--- src/rtl/poly_synth_voice_bank.sv ---
// poly_synth_voice_bank: NUM_CH square/noise voices with linear decay, mixed around mid-scale and clamped.
module poly_synth_voice_bank #(
  parameter int SAMPLE_RATE = 16384,
  parameter int NUM_CH = 4,
  parameter int ENV_W = 4,
  parameter int OUT_W = 8,
  parameter int DECAY_DIV = 256,
  localparam int CH_W = NUM_CH > 1 ? $clog2(NUM_CH) : 1
) (
  input  logic              clock,
  input  logic              reset,
  input  logic              sample_ena,
  input  logic              note_valid,
  output logic              note_ready,
  input  logic [CH_W-1:0]   note_ch,
  input  logic [3:0]        note_code,
  input  logic [ENV_W-1:0]  note_vol,
  output logic [OUT_W-1:0]  sample,
  output logic              sample_valid,
  output logic [NUM_CH-1:0] ch_active
);
  localparam int PH_W = $clog2(SAMPLE_RATE);
  localparam int PRE_W = DECAY_DIV > 1 ? $clog2(DECAY_DIV) : 1;
  localparam int SUM_W = ENV_W + 2 + CH_W;
  localparam int OW = (OUT_W > SUM_W ? OUT_W : SUM_W) + 2;
  localparam int MID = 1 << (OUT_W - 1);
  localparam logic signed [OW-1:0] MAXV = OW'((1 << OUT_W) - 1);
  localparam logic [15:0][9:0] HZ = {10'd0, 10'd0, 10'd0, 10'd494, 10'd466, 10'd440, 10'd415, 10'd392,
                                     10'd370, 10'd349, 10'd330, 10'd311, 10'd294, 10'd277, 10'd262, 10'd0};
  function automatic logic [15:0][PH_W-1:0] mk_rom();
    logic [15:0][PH_W-1:0] r;
    for (int k = 0; k < 16; k++) r[k] = PH_W'((64'(HZ[k]) << PH_W) / 64'(SAMPLE_RATE));
    return r;
  endfunction
  localparam logic [15:0][PH_W-1:0] ROM = mk_rom();
  typedef enum logic {IDLE, LOAD} state_t;
  state_t state_q, state_d;
  logic [CH_W-1:0] ld_ch_q, ld_ch_d;
  logic [3:0] ld_code_q, ld_code_d;
  logic [ENV_W-1:0] ld_vol_q, ld_vol_d;
  logic [PH_W-1:0] ld_inc_q, ld_inc_d;
  logic [PH_W-1:0] phase_q [NUM_CH], phase_d [NUM_CH], inc_q [NUM_CH], inc_d [NUM_CH];
  logic [ENV_W-1:0] env_q [NUM_CH], env_d [NUM_CH];
  logic [3:0] code_q [NUM_CH], code_d [NUM_CH];
  logic [NUM_CH-1:0] load_v;
  logic [15:0] lfsr_q, lfsr_d;
  logic [PRE_W-1:0] pre_q, pre_d;
  logic dec, ena1_q, valid_q;
  logic signed [SUM_W-1:0] sum;
  logic signed [OW-1:0] off;
  logic [OUT_W-1:0] sample_q, sample_d;
  assign note_ready = state_q == IDLE;
  assign sample = sample_q;
  assign sample_valid = valid_q;
  always_comb begin
    state_d = state_q == LOAD ? IDLE : note_valid ? LOAD : IDLE;
    ld_ch_d = note_ready && note_valid ? note_ch : ld_ch_q;
    ld_code_d = note_ready && note_valid ? note_code : ld_code_q;
    ld_vol_d = note_ready && note_valid ? note_vol : ld_vol_q;
    ld_inc_d = note_ready && note_valid ? ROM[note_code] : ld_inc_q;
  end
  always_comb begin
    dec = sample_ena && pre_q == PRE_W'(DECAY_DIV - 1);
    pre_d = sample_ena ? (dec ? '0 : pre_q + 1'b1) : pre_q;
    lfsr_d = sample_ena ? ({1'b0, lfsr_q[15:1]} ^ (lfsr_q[0] ? 16'hB400 : 16'h0000)) : lfsr_q;
    load_v = '0;
    for (int i = 0; i < NUM_CH; i++) begin
      // A load wins over a coincident sample advance/decay on its own voice only.
      load_v[i] = state_q == LOAD && ld_ch_q == CH_W'(i);
      phase_d[i] = load_v[i] ? '0 : sample_ena ? phase_q[i] + inc_q[i] : phase_q[i];
      env_d[i] = load_v[i] ? ld_vol_q : (dec && env_q[i] != '0) ? env_q[i] - 1'b1 : env_q[i];
      code_d[i] = load_v[i] ? ld_code_q : code_q[i];
      inc_d[i] = load_v[i] ? ld_inc_q : inc_q[i];
    end
  end
  always_comb begin
    ch_active = '0;
    for (int i = 0; i < NUM_CH; i++)
      ch_active[i] = code_q[i] != 4'd0 && code_q[i] != 4'd13 && code_q[i] != 4'd14 && env_q[i] != '0;
  end
  always_comb begin
    sum = '0;
    for (int i = 0; i < NUM_CH; i++)
      sum = !ch_active[i] ? sum : (code_q[i] == 4'd15 ? lfsr_q[0] : phase_q[i][PH_W-1]) ?
            sum + SUM_W'(env_q[i]) : sum - SUM_W'(env_q[i]);
    off = OW'(sum) + OW'(MID);
    sample_d = off < 0 ? '0 : off > MAXV ? '1 : OUT_W'(off);
  end
  always_ff @(posedge clock) begin
    if (reset) begin
      state_q <= IDLE;
      ld_ch_q <= '0;
      ld_code_q <= '0;
      ld_vol_q <= '0;
      ld_inc_q <= '0;
      for (int i = 0; i < NUM_CH; i++) begin
        phase_q[i] <= '0;
        env_q[i] <= '0;
        code_q[i] <= '0;
        inc_q[i] <= '0;
      end
      lfsr_q <= 16'h0001;
      pre_q <= '0;
      ena1_q <= 1'b0;
      valid_q <= 1'b0;
      sample_q <= OUT_W'(MID);
    end else begin
      state_q <= state_d;
      ld_ch_q <= ld_ch_d;
      ld_code_q <= ld_code_d;
      ld_vol_q <= ld_vol_d;
      ld_inc_q <= ld_inc_d;
      phase_q <= phase_d;
      env_q <= env_d;
      code_q <= code_d;
      inc_q <= inc_d;
      lfsr_q <= lfsr_d;
      pre_q <= pre_d;
      ena1_q <= sample_ena;
      valid_q <= ena1_q;
      sample_q <= ena1_q ? sample_d : sample_q;
    end
  end
endmodule

--- config.mk ---
export PLATFORM = sky130hd
export DESIGN_NAME = poly_synth_voice_bank
export DESIGN_NICKNAME = d
export VERILOG_FILES = /design/src/rtl/poly_synth_voice_bank.sv
export SDC_FILE = /design/constraint.sdc
export NUM_CORES = 1
export LEC_CHECK = 0
export ABC_AREA = 0
export CAP_MARGIN = 10
export CORE_MARGIN = 2
export CORE_UTILIZATION = 60
export DETAILED_ROUTE_END_ITERATION = 10
export PLACE_DENSITY_LB_ADDON = 0.1
export SETUP_SLACK_MARGIN = 0.1
export SYNTH_ARGS = -nofsm -noshare
export SYNTH_HDL_FRONTEND = slang
export SYNTH_SLANG_ARGS = --single-unit
--- constraint.sdc ---
create_clock -name clock -period 9.1 [get_ports clock]
set_input_delay 1.82 -clock clock [delete_from_list [all_inputs] [get_ports clock]]
set_output_delay 1.82 -clock clock [all_outputs]
set_load 0.05 [all_outputs]
[Yosys cells after proc, flatten, opt, wreduce, memory -nomap -nowiden]
Memory sizes are Yosys's and may differ from the RTL's. A register that Yosys moved wholly into a read port is not among the register bits.
Index checks and enable logic that the tools add are counted.
Cells by class
  add/sub/neg operators: 17
  multiply operators: 0
  divide/modulo/power cells: 0
  order comparisons: 2
  equal/unequal tests: 16
  shift-type cells: 0
  muxes and demuxes: 25
  bitwise logic cells: 2
  reductions and logical operators: 40
Operators by type and width (count)
  8-bit two-way mux: 11
  14-bit adder: 4
  4-bit two-way mux: 8
  4-bit != test, second input constant: 8
  4-bit nonzero test: 8
  8-bit by 4-bit adder with 8-bit output: 3
  8-bit by 4-bit subtractor with 8-bit output: 3
  1-bit logical AND: 22
  4-bit equality test, second input constant: 4
  16-bit two-way mux: 1
  4-bit by 1-bit subtractor with 4-bit output, second input constant: 4
  15-bit by 16-bit bitwise XOR with 16-bit output: 1
  8-bit by 9-bit adder with 10-bit output, second input constant: 1
  10-bit by 9-bit greater-than comparator with 1-bit output, second input constant: 1
  10-bit by 1-bit less-than comparator with 1-bit output, second input constant: 1
  2-bit OR reduction: 5
  8-bit by 1-bit adder with 8-bit output, second input constant: 1
  8-bit equality test, second input constant: 1
  2-bit nonzero test: 4
  1-bit two-way mux: 5
  1-bit by 4-bit subtractor with 5-bit output, first input constant: 1
  2-bit equality test, second input constant: 2
  2-bit by 1-bit equality test with 1-bit output, second input constant: 1
  2-bit zero test: 1
  1-bit inverter: 1
Word-level totals
  flip-flop bits (word level): 189
  bits in latches: 0
  memory bits (writable): 0
  ROM bits: 224
  bits of input ports: 14
  output and inout bits: 14
  word-level logic and storage cells: 128
  memories: 1
Memory list
  (no name shown): depth 16, width 14, read ports 1, clocked after memory_dff 1, wr ports 0, line 60  | ld_inc_d = note_ready && note_valid ? ROM[note_code] : ld_inc_q;

[Depth between registers and ports, before layout]
  word-level depth: 18
  depth in mapped cells: 25
  depth with buffers taken out: 25

[Worst setup path after synthesis]
OpenSTA, ideal clock, no wires.
  kind: flip-flop to flip-flop
  start: register env_q[12] (netlist bit)
  end: register sample_q[7], in the netlist sample[7]
  library setup time: 120 ps
  arrival time: 4849 ps
  required time: 8980 ps
  setup slack: 4131 ps
  cell stages (with the launch flop): 24
  buffers on the path: 0
  period minus slack after synthesis: 4969 ps
  path through: dfxtp_1 inv_1 ha_1 nor3b_1 a311o_2 nor2_1 ha_1 fa_1 nand2_1 o31ai_1 fa_1 a21o_1 a21oi_1 o21bai_1 a21oi_1 xnor2_1 mux2_2 ha_1 or4_1 o22ai_1 xnor2_1 nand2_1 xnor3_1 a211o_1
On the way
  word-level cells in the longest chain between the ends: 16
  elaborated cells on any way between the ends: 22
  classes of those cells: add/sub: 8; order compare: 2; mux: 10; reduce/logical: 2
Ends and longest elaborated chain
  start, declared: line 43  | logic [ENV_W-1:0] env_q [NUM_CH], env_d [NUM_CH];
  start signal, assigned: line 114  | env_q <= env_d;
  1-bit by 4-bit subtractor with 5-bit output or 4-bit nonzero test (tied branches): line 85, 79
  8-bit two-way mux or 1-bit logical AND (tied branches): line 84, 79
  8-bit two-way mux (*): line 84  | sum = !ch_active[i] ? sum : (code_q[i] == 4'd15 ? lfsr_q[0] : phase_q[i][PH_W-1]) ?
  8-bit by 4-bit subtractor with 8-bit output or 8-bit by 4-bit adder with 8-bit output (tied branches): line 85  | sum + SUM_W'(env_q[i]) : sum - SUM_W'(env_q[i]);
  8-bit two-way mux: line 84
  8-bit two-way mux (*): line 84
  8-bit by 4-bit subtractor with 8-bit output or 8-bit by 4-bit adder with 8-bit output (tied branches): line 85
  8-bit two-way mux: line 84
  8-bit two-way mux (*): line 84
  8-bit by 4-bit subtractor with 8-bit output or 8-bit by 4-bit adder with 8-bit output (tied branches): line 85
  8-bit two-way mux: line 84
  8-bit two-way mux (*): line 84
  8-bit by 9-bit adder with 10-bit output (*): line 86  | off = OW'(sum) + OW'(MID);
  10-bit by 9-bit greater-than comparator with 1-bit output: line 87  | sample_d = off < 0 ? '0 : off > MAXV ? '1 : OUT_W'(off);
  8-bit two-way mux: line 87
  8-bit two-way mux (*): line 87
  end signal, assigned: line 106  | sample_q <= OUT_W'(MID);
  end signal, assigned: line 121  | sample_q <= ena1_q ? sample_d : sample_q;
  end, declared: line 51  | logic [OUT_W-1:0] sample_q, sample_d;
Every way passes the cells marked *; elsewhere a longest branch is shown, timed or not.
A chain may end at the register's enable or synchronous reset.

[Worst setup path in the final report]
Ends and elaborated chain as after synthesis.

==> metrics.txt <==
TritonCTS sink count=178; Net Count, Synth=1328; fin crit share=59.6%; post-synthesis cell area=9980 um2; vias per std cell=5.75; Finished Layout Cells=1465; floorplan die area=17700 um2; clock-pin slew of the registers on the worst-case setup and hold paths=0.07 ns; detailed router's first-iteration violation count=636; setup_tns=0 ns; Static Leak=4.49 nW; number of nets at the end of the flow=~1300; Max-Slew Margin vs Limit=between 30 and 40%; worst setup path class=flop to flop; final number of hold-violating endpoints=0; Yosys warnings=0; final WL=22200 um; Initial DRT Pass Iterations=5; layout-stage area growth over the synthesis result=9.27%; arrival time reported for the critical path endpoint=5.75 ns; top cell type's share of synthesized area=35.7%; initial standard-cell utilization of the core=60.8%; gr usage total=between 20% and 30%; power per cell area=roughly 150 nW/um2; H-tree levels=4; placeable core region=about 16000 um2; n_diodes=0; Post-CTS Hold Buffers=0; highest ir drop seen on vdd=0.150 mV; layout cell share with drive strength beyond 1=between 5 and 6%; data required time at the worst endpoint=9.43 ns; number of enable-type register cells in the synthesized netlist=0; setup clock skew after layout=0.00727 ns; critical-path maximum fanout=8; detailed placer's ending HPWL=15300 um; Die Height=133 um; # Post-CTS Setup Buffers=0; wire length of the first global-routing pass=37500 um; cell types occupying the most area after synthesis=sky130_fd_sc_hd__dfxtp_1 36%, sky130_fd_sc_hd__ha_1 8.9%, sky130_fd_sc_hd__nand2_1 7.3%, sky130_fd_sc_hd__a21oi_1 6.5%, sky130_fd_sc_hd__nor2_1 4.9%; clock tree from TritonCTS=done; slew at the pin closest to its max-slew limit=roughly 1.0 ns; post-synth top area cell=sky130_fd_sc_hd__dfxtp_1; cts bufs inserted=17; number of instances resized during post-cts repair=0; worst hold slack after final layout=0.461 ns; worst-skew pair later-pin latency=0.43 ns; async set-or-reset flop fraction in the synthesized netlist=0%; Post-DRT Antenna Nets=0; total vias in the final route=roughly 8400; number of distinct library cells after synthesis=slightly above 50; class of the worst hold path=flop to flop; outcome=finished, final reports clean; DRC violation count after routing=0; Final Critical Period=5.42 ns; via count of the first global-routing pass=between 7000 and 8000; Horiz. Die Dim=133 um; antenna violations before repair=1; buffers added on ports=27; portion of the post-synthesis area used by sequential elements=between 30% and 40%; post-layout power=0.00168 W; Cells after Synth=1236; mean instance size in the synthesized netlist=8.07 um2; Routability Congestion=0.876; Max Cap Violations=0; kind of start point of the critical path=flop; Final setup violation count=0; count of pins over their slew limit=0; Post-Route Utilization=66.4%; Clock Root Buffer=sky130_fd_sc_hd__clkbuf_16; Boundary Pins=28; Congestion Overflow GR=0; post-detailed-route wirelength per cell=15.1 um; Most used DFF post-synth=sky130_fd_sc_hd__dfxtp_1; cell row count=47; maximum number of pins on one net before global-route repair=77; setup repair after global routing missed its margin=no; Bufs on Longest Clock Path=2; Synth Register Bits=178; nature of the critical path endpoint=flop; cell total after placement=1434; highest clock rate=184 MHz
[cell families after synthesis]
kind of cell,share of synthesized area (%)
AND/OR/NAND/NOR,20.6
AO/OA/AOI/OAI,18.7
adder cells (fa/ha/maj),10.3
multiplexers,4.80
buffers and inverters,4.49
flip-flops,35.7
XOR/XNOR,5.40
[layer usage]
layer  up-vias  routed length (um)  global-route usage [%]
li1       4315                   -                       -
met1      3932               10800                    35.1
met2       136               10200                    41.9
met3        34                 755                    3.83
met4         0                 385                    9.44
met5         -                   0                       0
[registers in the layout, summed over array words and instances (netlist names)]
register,cells
inc_q,36
sample,8
code_q,16
sample_valid,1
ena1_q,1
ld_inc_q,9
ld_code_q,4
pre_q,8
lfsr_q,16
state_q,1
phase_q,56
env_q,16
ld_ch_q,2
ld_vol_q,4
[cells in the mapped netlist, types with 3 or more instances]
| cell type | instances |
|---|---|
| sky130_fd_sc_hd__a211o_1 | 6 |
| sky130_fd_sc_hd__a211oi_1 | 33 |
| sky130_fd_sc_hd__a21o_1 | 18 |
| sky130_fd_sc_hd__a21oi_1 | 129 |
| sky130_fd_sc_hd__a311oi_1 | 7 |
| sky130_fd_sc_hd__a31o_2 | 10 |
| sky130_fd_sc_hd__and3_1 | 6 |
| sky130_fd_sc_hd__buf_1 | 5 |
| sky130_fd_sc_hd__clkbuf_1 | 45 |
| sky130_fd_sc_hd__clkbuf_8 | 4 |
| sky130_fd_sc_hd__dfxtp_1 | 178 |
| sky130_fd_sc_hd__fa_1 | 7 |
| sky130_fd_sc_hd__ha_1 | 71 |
| sky130_fd_sc_hd__inv_1 | 52 |
| sky130_fd_sc_hd__mux2_2 | 14 |
| sky130_fd_sc_hd__mux2i_1 | 31 |
| sky130_fd_sc_hd__nand2_1 | 194 |
| sky130_fd_sc_hd__nand2b_1 | 13 |
| sky130_fd_sc_hd__nand3_1 | 31 |
| sky130_fd_sc_hd__nand3b_1 | 4 |
| sky130_fd_sc_hd__nand4_1 | 9 |
| sky130_fd_sc_hd__nor2_1 | 130 |
| sky130_fd_sc_hd__nor2b_1 | 14 |
| sky130_fd_sc_hd__nor3_1 | 28 |
| sky130_fd_sc_hd__nor3b_1 | 5 |
| sky130_fd_sc_hd__nor4_1 | 8 |
| sky130_fd_sc_hd__o2111ai_1 | 4 |
| sky130_fd_sc_hd__o211ai_1 | 15 |
| sky130_fd_sc_hd__o21a_1 | 10 |
| sky130_fd_sc_hd__o21ai_0 | 47 |
| sky130_fd_sc_hd__o21bai_1 | 5 |
| sky130_fd_sc_hd__o31ai_1 | 3 |
| sky130_fd_sc_hd__or2_2 | 3 |
| sky130_fd_sc_hd__or3_1 | 15 |
| sky130_fd_sc_hd__or4_1 | 5 |
| sky130_fd_sc_hd__xnor2_1 | 30 |
| sky130_fd_sc_hd__xor2_1 | 29 |
[worst max-delay path, stage by stage (launching register included)]
cell and delay [ns]:
sky130_fd_sc_hd__dfxtp_1 0.37, sky130_fd_sc_hd__inv_1 0.07, sky130_fd_sc_hd__ha_1 0.23, sky130_fd_sc_hd__nor3b_1 0.15, sky130_fd_sc_hd__a311o_2 0.39, sky130_fd_sc_hd__nor2_1 0.17
sky130_fd_sc_hd__ha_1 0.23, sky130_fd_sc_hd__fa_1 0.42, sky130_fd_sc_hd__nand2_1 0.07, sky130_fd_sc_hd__o31ai_1 0.16, sky130_fd_sc_hd__fa_1 0.51, sky130_fd_sc_hd__a21o_1 0.17
sky130_fd_sc_hd__a21oi_1 0.23, sky130_fd_sc_hd__o21bai_1 0.11, sky130_fd_sc_hd__a21oi_1 0.18, sky130_fd_sc_hd__xnor2_1 0.07, sky130_fd_sc_hd__mux2_2 0.28, sky130_fd_sc_hd__ha_1 0.21
sky130_fd_sc_hd__or4_1 0.47, sky130_fd_sc_hd__o22ai_1 0.16, sky130_fd_sc_hd__xnor2_1 0.14, sky130_fd_sc_hd__nand2_1 0.07, sky130_fd_sc_hd__xnor3_1 0.18, sky130_fd_sc_hd__a211o_1 0.29
[cell usage in the layout (no fill, tap or decap), types with 25 or more instances in the layout]
| cell | synthesis | layout |
|---|---|---|
| sky130_fd_sc_hd__mux2i_1 | 31 | 31 |
| sky130_fd_sc_hd__xor2_1 | 29 | 29 |
| sky130_fd_sc_hd__nand2_1 | 194 | 194 |
| sky130_fd_sc_hd__a211oi_1 | 33 | 33 |
| sky130_fd_sc_hd__clkdlybuf4s50_1 | 0 | 25 |
| sky130_fd_sc_hd__nor2_1 | 130 | 130 |
| sky130_fd_sc_hd__ha_1 | 71 | 71 |
| sky130_fd_sc_hd__o21ai_0 | 47 | 47 |
| sky130_fd_sc_hd__nand3_1 | 31 | 31 |
| sky130_fd_sc_hd__nor3_1 | 28 | 27 |
| sky130_fd_sc_hd__dfxtp_1 | 178 | 178 |
| sky130_fd_sc_hd__a21oi_1 | 129 | 129 |
| sky130_fd_sc_hd__xnor2_1 | 30 | 30 |
| sky130_fd_sc_hd__inv_1 | 52 | 52 |
[report_power, final]
group	internal [W]	switching (W)	total (W)
Clock	0.000411	0.000316	0.000727
Sequential	0.000797	0.0000239	0.000821
Combinational	0.0000487	0.0000826	0.000131
[through the flow]
stage / setup WS (ns) / cell area, um2
final: 3.68 / 10900
after global routing: 3.22 / 10900
after CTS: 3.74 / 10900
after detailed placement: 3.74 / 10300
after global placement: 3.86 / 10300
after floorplan: 4.13 / 9980
[worst paths after layout]
kind | startpoint | endpoint | slack [ns] | cells past startpoint
max | env_q[12]$_SDFFE_PP0P_ | sample[7]$_SDFFE_PP1P_ | 3.68 | 23
min reg2reg | inc_q[16]$_SDFFE_PP0P_ | inc_q[16]$_SDFFE_PP0P_ | 0.46 | 2
min | inc_q[16]$_SDFFE_PP0P_ | inc_q[16]$_SDFFE_PP0P_ | 0.46 | 2
max reg2reg | env_q[12]$_SDFFE_PP0P_ | sample[7]$_SDFFE_PP1P_ | 3.68 | 23
[area by class of cell]
class / count / area (um2)
multi-input combinational: 951 / 5980
fill: 1392 / 5510
sequential: 178 / 3560
clock buffer: 19 / 443
timing repair buffer: 33 / 308
tap: 220 / 275
inverter: 52 / 195
clock inverter: 12 / 134
Power figures use the tool's default switching activity.
